--- config.mk ---
export PLATFORM = sky130hd
export DESIGN_NAME = mod47_residue_accumulator
export DESIGN_NICKNAME = d
export VERILOG_FILES = /design/src/rtl/mod47_pkg.sv /design/src/rtl/mod47_add.sv /design/src/rtl/mod47_residue_accumulator.sv
export SDC_FILE = /design/constraint.sdc
export NUM_CORES = 1
export LEC_CHECK = 0
export ABC_AREA = 1
export ABC_CLOCK_PERIOD_IN_PS = 2500
export BUFFER_PORTS_ARGS = -buffer_cell sky130_fd_sc_hd__buf_2
export CORE_ASPECT_RATIO = 1.1
export CORE_UTILIZATION = 43
export DETAILED_ROUTE_END_ITERATION = 6
export PLACE_DENSITY = 0.73
export SETUP_SLACK_MARGIN = 0.3
export SYNTH_ARGS = -nofsm -noshare
export SYNTH_HDL_FRONTEND = slang
export SYNTH_HIERARCHICAL = 1
export SYNTH_SLANG_ARGS = --single-unit
export TNS_END_PERCENT = 50
--- constraint.sdc ---
create_clock -name clk -period 2.5 [get_ports clk]
set_input_delay 0.125 -clock clk [delete_from_list [all_inputs] [get_ports clk]]
set_output_delay 0.125 -clock clk [all_outputs]
set_load 0.01 [all_outputs]
--- src/rtl/mod47_pkg.sv ---
// ----------------------------------------------------------------------------
// mod47_pkg
// Shared constants and types for the mod-47 residue accumulator slice.
//   MODULUS  : modulus; every residue lies in 0..MODULUS-1
//   RES_W    : residue / chunk width in bits
//   CHUNKS   : maximum beats per operand frame (ceil(400/6))
//   CNT_W    : beat counter width
//   residue_t: one residue value
//   count_t  : beat counter value
//   state_t  : accumulator FSM states {ACC, DONE}
// ----------------------------------------------------------------------------
package mod47_pkg;

   localparam int unsigned MODULUS = 47;
   localparam int unsigned RES_W   = 6;
   localparam int unsigned CHUNKS  = 67;
   localparam int unsigned CNT_W   = 7;

   typedef logic [RES_W-1:0] residue_t;
   typedef logic [CNT_W-1:0] count_t;

   typedef enum logic {
      ACC  = 1'b0,
      DONE = 1'b1
   } state_t;

   // Counter value held while the final permitted beat of a frame is offered
   localparam count_t CNT_LAST = count_t'(CHUNKS - 1);
   localparam count_t CNT_ONE  = count_t'(1);

   // Modulus widened to the carry-inclusive sum width of the adder
   localparam logic [RES_W:0] MOD_WIDE = (RES_W + 1)'(MODULUS);

endpackage

--- src/rtl/mod47_add.sv ---
// ----------------------------------------------------------------------------
// mod47_add
// Combinational (a + b) mod MODULUS for operands already below MODULUS.
// A single conditional subtract is enough because the sum is below 2*MODULUS.
// The same block also folds a raw 6-bit value into range when b_i is zero.
//   a_i   in  RES_W  first operand
//   b_i   in  RES_W  second operand
//   sum_o out RES_W  (a_i + b_i) reduced by at most one MODULUS
// ----------------------------------------------------------------------------
module mod47_add
   import mod47_pkg::*;
(
   input  logic [RES_W-1:0] a_i,
   input  logic [RES_W-1:0] b_i,
   output logic [RES_W-1:0] sum_o
);

   logic [RES_W:0] raw_s;

   // Carry-inclusive add followed by one conditional subtract of the modulus
   always_comb begin
      raw_s = {1'b0, a_i} + {1'b0, b_i};
      if (raw_s >= MOD_WIDE) begin
         sum_o = residue_t'(raw_s - MOD_WIDE);
      end else begin
         sum_o = residue_t'(raw_s);
      end
   end

endmodule

--- src/rtl/mod47_residue_accumulator.sv ---
// ----------------------------------------------------------------------------
// mod47_residue_accumulator
// Sums serial weighted chunk residues modulo 47 over one operand frame and
// presents the final residue under a valid/ready handshake.
//   clk         in   1      rising-edge clock
//   rst_n       in   1      asynchronous active-low reset
//   in_valid_i  in   1      in_res_i / in_last_i valid
//   in_ready_o  out  1      beat taken when in_valid_i & in_ready_o
//   in_res_i    in   RES_W  weighted chunk residue
//   in_last_i   in   1      final beat of the operand frame
//   out_valid_o out  1      out_res_o / out_err_o valid
//   out_ready_i in   1      result taken when out_valid_o & out_ready_i
//   out_res_o   out  RES_W  operand residue mod MODULUS
//   out_err_o   out  1      frame error (over-length, plus range error)
// Optional feature macro: MOD47_ACC_RANGE_CHECK_EN
//   defined: in_res_i >= MODULUS is pre-reduced and flags a sticky frame error.
//   undefined: in_res_i must already be below MODULUS; no range logic.
// ----------------------------------------------------------------------------
module mod47_residue_accumulator
   import mod47_pkg::*;
(
   input  logic             clk,
   input  logic             rst_n,
   input  logic             in_valid_i,
   output logic             in_ready_o,
   input  logic [RES_W-1:0] in_res_i,
   input  logic             in_last_i,
   output logic             out_valid_o,
   input  logic             out_ready_i,
   output logic [RES_W-1:0] out_res_o,
   output logic             out_err_o
);

   state_t   state_q, state_d;
   residue_t acc_q, acc_d;
   count_t   cnt_q, cnt_d;
   residue_t out_res_q, out_res_d;
   logic     out_err_q, out_err_d;

   residue_t operand_s;
   residue_t sum_s;
   logic     accept_s;
   logic     handoff_s;
   logic     frame_err_s;

   assign in_ready_o  = (state_q == ACC);
   assign out_valid_o = (state_q == DONE);
   assign out_res_o   = out_res_q;
   assign out_err_o   = out_err_q;

   assign accept_s  = in_valid_i & (state_q == ACC);
   assign handoff_s = out_ready_i & (state_q == DONE);

`ifdef MOD47_ACC_RANGE_CHECK_EN
   logic     beat_err_s;
   logic     range_err_q, range_err_d;
   residue_t reduced_s;

   // Out-of-range values (47..63) fold back into range with one subtract
   mod47_add u_prereduce (
      .a_i   (in_res_i),
      .b_i   ({RES_W{1'b0}}),
      .sum_o (reduced_s)
   );

   assign beat_err_s  = (in_res_i >= residue_t'(MODULUS));
   assign operand_s   = reduced_s;
   assign frame_err_s = range_err_q | beat_err_s;

   // Sticky range error for the frame in progress; cleared on result handoff
   always_comb begin
      range_err_d = range_err_q;
      if (accept_s) begin
         range_err_d = range_err_q | beat_err_s;
      end else if (handoff_s) begin
         range_err_d = 1'b0;
      end else begin
         range_err_d = range_err_q;
      end
   end

   // Range error register
   always_ff @(posedge clk or negedge rst_n) begin
      if (!rst_n) begin
         range_err_q <= 1'b0;
      end else begin
         range_err_q <= range_err_d;
      end
   end
`else
   assign operand_s   = in_res_i;
   assign frame_err_s = 1'b0;
`endif

   // Accumulate path: acc + incoming residue, mod 47
   mod47_add u_acc_add (
      .a_i   (acc_q),
      .b_i   (operand_s),
      .sum_o (sum_s)
   );

   // FSM next-state, accumulator, counter and result capture
   always_comb begin
      state_d   = state_q;
      acc_d     = acc_q;
      cnt_d     = cnt_q;
      out_res_d = out_res_q;
      out_err_d = out_err_q;
      case (state_q)
         ACC: begin
            if (accept_s) begin
               acc_d = sum_s;
               cnt_d = cnt_q + CNT_ONE;
               // Close on in_last or when the beat limit is reached;
               // hitting the limit without in_last is an over-length frame
               if (in_last_i || (cnt_q == CNT_LAST)) begin
                  state_d   = DONE;
                  out_res_d = sum_s;
                  out_err_d = ~in_last_i | frame_err_s;
               end else begin
                  state_d = ACC;
               end
            end else begin
               state_d = ACC;
            end
         end
         DONE: begin
            if (handoff_s) begin
               state_d   = ACC;
               acc_d     = {RES_W{1'b0}};
               cnt_d     = {CNT_W{1'b0}};
               out_err_d = 1'b0;
            end else begin
               state_d = DONE;
            end
         end
         default: begin
            state_d   = ACC;
            acc_d     = {RES_W{1'b0}};
            cnt_d     = {CNT_W{1'b0}};
            out_err_d = 1'b0;
         end
      endcase
   end

   // State, accumulator, counter and output registers
   always_ff @(posedge clk or negedge rst_n) begin
      if (!rst_n) begin
         state_q   <= ACC;
         acc_q     <= {RES_W{1'b0}};
         cnt_q     <= {CNT_W{1'b0}};
         out_res_q <= {RES_W{1'b0}};
         out_err_q <= 1'b0;
      end else begin
         state_q   <= state_d;
         acc_q     <= acc_d;
         cnt_q     <= cnt_d;
         out_res_q <= out_res_d;
         out_err_q <= out_err_d;
      end
   end

endmodule
# [After elaboration in Yosys (flattened, before gate mapping)]
# Cells that the tools add are included.
# Widths: inputs -> output; s select.
[classes] mux=15 n_eq_ne=4 n_lt_le_gt_ge=1 reduce_logical=4 bitwise_logic=4 n_addsub=3
[ops] op="$mux 6" count=3
[ops] op="$mux 7" count=2
[ops] op="$pmux 7 s2" count=1
[ops] op="$pmux 6 s2" count=1
[ops] op="$add 6x6->7" count=1
[ops] op="$add 7x1->7 const B" count=1
[ops] op="$eq 7x7->1 const B" count=1
[ops] op="$ge 7x6->1 const B" count=1
[ops] op="$mux 1" count=6
[ops] op="$ne 2x1->1 const B" count=3
[ops] op="$reduce_and 3->1" count=2
[ops] op="$sub 6x6->6 const B" count=1
[ops] op="$pmux 1 s2" count=2
[ops] op="$and 1x1->1" count=2
[ops] op="$not 1->1" count=2
[ops] op="$reduce_and 2->1" count=1
[ops] op="$logic_or 1x1->1" count=1
[word_totals] elab_cells=36 out_inout_bits=9 in_bits=11 reg_bits=21

# [Depth between registers and ports, before layout]
[logic_depth] ltp_word=5 depth_mapped=14 ltp_nobuf=14

# [Modules after synthesis]
# The synthesis kept the hierarchy.
[modules_own_cells] module="mod47_residue_accumulator" cells_per_inst=114 n_inst=1 area_each_um2=978.4
[modules_own_cells] module="mod47_add" cells_per_inst=84 n_inst=1 area_each_um2=538.0

# [Least setup slack after synthesis]
# Ideal clock, no wire load.
[synth_path] path_type="register -> register" from="register acc_q[0]" to="register out_res_q[3], in the netlist out_res_o[3]" path_stages_with_launch=14 setup_ns=0.065 arrival_time_ns=2.038 slack_ns=0.397 path_cell_list="dfrtp_1 ha_1 fa_1 ha_1 inv_1 nor2_4 nand3_2 nor2_4 nand2_4 nand3_4 nand2_1 nand2_1 nand3_1 nand2_1"
[synth_via] elab_chain_len=3
[synth_lines] item="start, declared" line_no="mod47_residue_accumulator.sv:35" text="residue_t acc_q, acc_d;"
[synth_lines] item="start signal, assigned" line_no="mod47_residue_accumulator.sv:150" text="acc_q <= {RES_W{1'b0}};"
[synth_lines] item="$add 6x6->7 *" line_no="mod47_add.sv:22" text="raw_s = {1'b0, a_i} + {1'b0, b_i};"
[synth_lines] item="$sub 6x6->6 / $ge 7x6->1 (equally long branches)" line_no="mod47_add.sv:24, mod47_add.sv:23"
[synth_lines] item="$mux 6 *" line_no="mod47_add.sv:23" text="if (raw_s >= MOD_WIDE) begin"
[synth_lines] item="via sum_s[3]" line_no="mod47_residue_accumulator.sv:41" text="residue_t sum_s;"
[synth_lines] item="end signal, assigned" line_no="mod47_residue_accumulator.sv:152" text="out_res_q <= {RES_W{1'b0}};"
[synth_lines] item="end signal, assigned" line_no="mod47_residue_accumulator.sv:158" text="out_res_q <= out_res_d;"
[synth_lines] item="end, declared" line_no="mod47_residue_accumulator.sv:37" text="residue_t out_res_q, out_res_d;"
# Mark *: on every way through the listed nets, which the timed path passes. The rest lies on a longest branch.
# A chain may end at the register's enable or synchronous reset.

# [Worst setup path after layout]
[layout_path] from="register acc_q[0]" to="register out_res_q[2], in the netlist out_res_o[2]"
# The elaborated chain is that of the path after synthesis.

==> results.md <==
- # rows: 22
- Count of final hold-check violations: 0
- DRC Markers: 0
- R2R depth: 13
- GPL Wtd Cong: about 0.80
- CTS clk-pin slew, worst paths: between 0.1 and 0.15 ns
- Final #Nets: 248
- Max-cap violations: 0
- Antenna violations before repair: 0
- Total GRT Usage: 0.182
- WP data required: between 2 and 3 ns
- Worst slew pin tran: around 0.47 ns
- Register-to-register setup slack: 0.26 ns
- Synthesized flop and latch total: 21
- Total number of vias: approximately 1.4k
- Post-Syn Nets: ~220
- Status: completed
- Element type at the critical path start: flip-flop
- CTS sink cnt: 21
- Routed len/inst: approximately 12 um
- # IOs: 20
- Post-DP Area: roughly 1700 sq um
- Root Buffer: clkbuf_4
- Area Overhead vs Synth: 18.0%
- DIE WIDTH: ~59 um
- R2R Path Start: acc_q[0]$_DFFE_PN0P_
- Largest family of logic cells by synthesized area: simple AND/OR/NAND/NOR gates
- Crit Path Max Fanout: 6
- RR Endpoint: out_res_o[2]$_DFFE_PN0P_
- P_leak: 0.949 nW
- Post-synthesis sequential area ratio: 0.347
- Setup crit start: acc_q[0]$_DFFE_PN0P_
- Pins Over Slew Limit: 0
- CTS tree: done
- Compound-Gate Fraction of Synth Area: 0.0553
- # port buffers: 19
- Min-Delay Path Class: input port to flip-flop
- Finished Cell Area: 1790 sq um
- CP Class: flip-flop to flip-flop
- DR iter-0 viols: 70
- Post-synthesis average cell area: 7.66 sq um
- VDD IR-drop max: around 0.54 mV
- PD cells: 1200 nW/um^2
- Worst endpoint data arrival time: approximately 2.5 ns
- Simple-gate area share of the yosys netlist: 0.434
- Core area: 3360 sq um
- Number of detailed-route iterations in the first pass: 4
- Vias in the first global route: approximately 1.3k
- Post-Route WL: 3.24 mm
- Final Power: 0.00215 W
- Area of the die: about 3800 sq um
- Later-pin clock latency in the skew report: approximately 0.30 ns
- CTS max path bufs: 2
- Adder-Cell Fraction of Synth Area: 0.0875
- First-pass GRT wire length: about 5.4 mm
- Final worst-path cycle share: 0.894
- Fin crit period: 2.24 ns
- Fmax: 447 MHz
- RSZ-0062 raised after global routing: yes
- Hpwl dp: roughly 2.3 mm
- Worst setup endpoint: out_res_o[2]$_DFFE_PN0P_
- Final core occ: 0.533
- Mapped cell area: ~1500 sq um
- Worst Clk Skew: between 0.001 and 0.0015 ns
- # diodes: 0
- Grt total ovfl: 0
- Unique masters post-synth: 23
- Setup TNS: 0 ns
- Xor and xnor area share after synthesis: 0.0116
- Avg Vias per Cell: slightly below 5
- H-tree levels: 1
- Ys Warns: 6
- Crit. End Element: flip-flop
- Post-Synthesis Cells: between 150 and 200
- Relative slew margins: 0.686
- Count of final setup violators: 0
- Post-route ant nets: 0
- TritonCTS Buffers: 3
- Die height: ~64 um
- Share of layout cells above drive strength 1: 0.292
- Mux share of post-synthesis cell area: 0
- Initial core utilization: 0.452
- Largest net degree at the start of global routing: 22
==> worst max-delay path, cell delays in order (launching register included) <==
cell and delay [ns]:
dfrtp_1 0.41, ha_2 0.20, fa_1 0.52, ha_2 0.20
inv_2 0.05, nor2_4 0.12, nand3_4 0.09, nor2_4 0.11
nand2_4 0.08, nand3_4 0.09, nand2_2 0.07, nand2_2 0.09
nand3_2 0.08, nand2_2 0.08
==> Yosys cell counts, drive strengths merged <==
master / number / area [sq um]
or2: 1 / 6.26
nand2: 71 / 322
xor2: 2 / 17.5
o21ai: 4 / 20.0
buf: 3 / 20.0
fa: 1 / 20.0
inv: 21 / 78.8
ha: 9 / 113
nor3: 1 / 5.00
dfrtp: 21 / 526
nand4: 6 / 37.5
nor2: 13 / 86.3
and2: 1 / 6.26
nand3: 32 / 195
a21oi: 12 / 63.8
==> metal layers <==
metal | share of wire | GRT usage | up-vias | routed length [um]
met5 | 0 | 0 | - | 0
met4 | 0.0080 | 0.0476 | 0 | 26
met3 | 0.027 | 0.0223 | 4 | 86
met2 | 0.51 | 0.323 | 27 | 1640
met1 | 0.46 | 0.229 | 632 | 1490
li1 | - | - | 699 | -
==> per-stage QoR <==
stage | worst slack (ns) | hold slack, ns | cells
4_1_cts | 0.280 | 0.0162 | 271
5_1_grt | 0.131 | 0.0375 | 274
2_1_floorplan | 0.397 | -0.171 | 198
3_3_place_gp | 0.247 | 0.107 | 262
6_report | 0.265 | 0.0233 | 274
3_5_place_dp | 0.179 | 0.111 | 262
==> layout make-up <==
class	instances	area [sq um]
well taps	48	60.1
multi-input cells	153	941
repair buffers	27	158
flip-flops and latches	21	526
fillers	350	1570
clock buffers	4	26.3
inverters	21	78.8
==> repair_timing <==
item                                    in CTS  in global routing
resized for setup                            9                  6
pin swaps                                   11                 11
endpoints found under the hold margin       21                  0
hold buffers                                 1                  0
setup buffers                                4                  3
endpoints found under the setup margin      10                 12
==> sequential cells by signal (all words and copies together) (netlist names) <==
signal,cells
acc_q,6
cnt_q,7
out_err_o,1
out_res_o,6
out_valid_o,1
==> how the worst min path moves through the flow <==
stage | start | to | slack [ns] | depth (start not counted)
after detailed placement | rst_n | out_res_o[4]$_DFFE_PN0P_ | 0.11 | 1
after global routing | out_ready_i | out_valid_o$_DFF_PN0_ | 0.04 | 2
after CTS | out_ready_i | out_valid_o$_DFF_PN0_ | 0.02 | 2
after floorplan | rst_n | acc_q[0]$_DFFE_PN0P_ | -0.17 | 0
after global placement | rst_n | out_res_o[4]$_DFFE_PN0P_ | 0.11 | 1
final | out_ready_i | out_valid_o$_DFF_PN0_ | 0.02 | 2
==> cells in the final DEF (no fill, tap or decap), drive strengths merged <==
cell,Yosys,routed
clkbuf,0,4
nand2,71,71
and2,1,1
dfrtp,21,21
nor3,1,1
nand3,32,32
inv,21,21
a21oi,12,12
ha,9,9
fa,1,1
o21ai,4,4
or2,1,1
xor2,2,2
nand4,6,6
nor2,13,13
buf,3,26
dlygate4sd3,0,1
==> where the power goes <==
group | leakage, nW | total (W) | internal [W] | switching, W
clock | 0.0150 | 0.000161 | 0.0000622 | 0.0000990
combinational | 0.664 | 0.00142 | 0.000545 | 0.000878
sequential | 0.270 | 0.000563 | 0.000460 | 0.000103
total | 0.949 | 0.00215 | 0.00107 | 0.00108
==> kinds of logic after synthesis <==
group / Yosys count
DFF: 21
buffers and inverters: 24
AOI/OAI and AO/OA: 16
xor gates and xnor gates: 2
adders and majority gates: 10
and+or+nand+nor: 125
No activity file was read; power rests on OpenSTA's default activity.
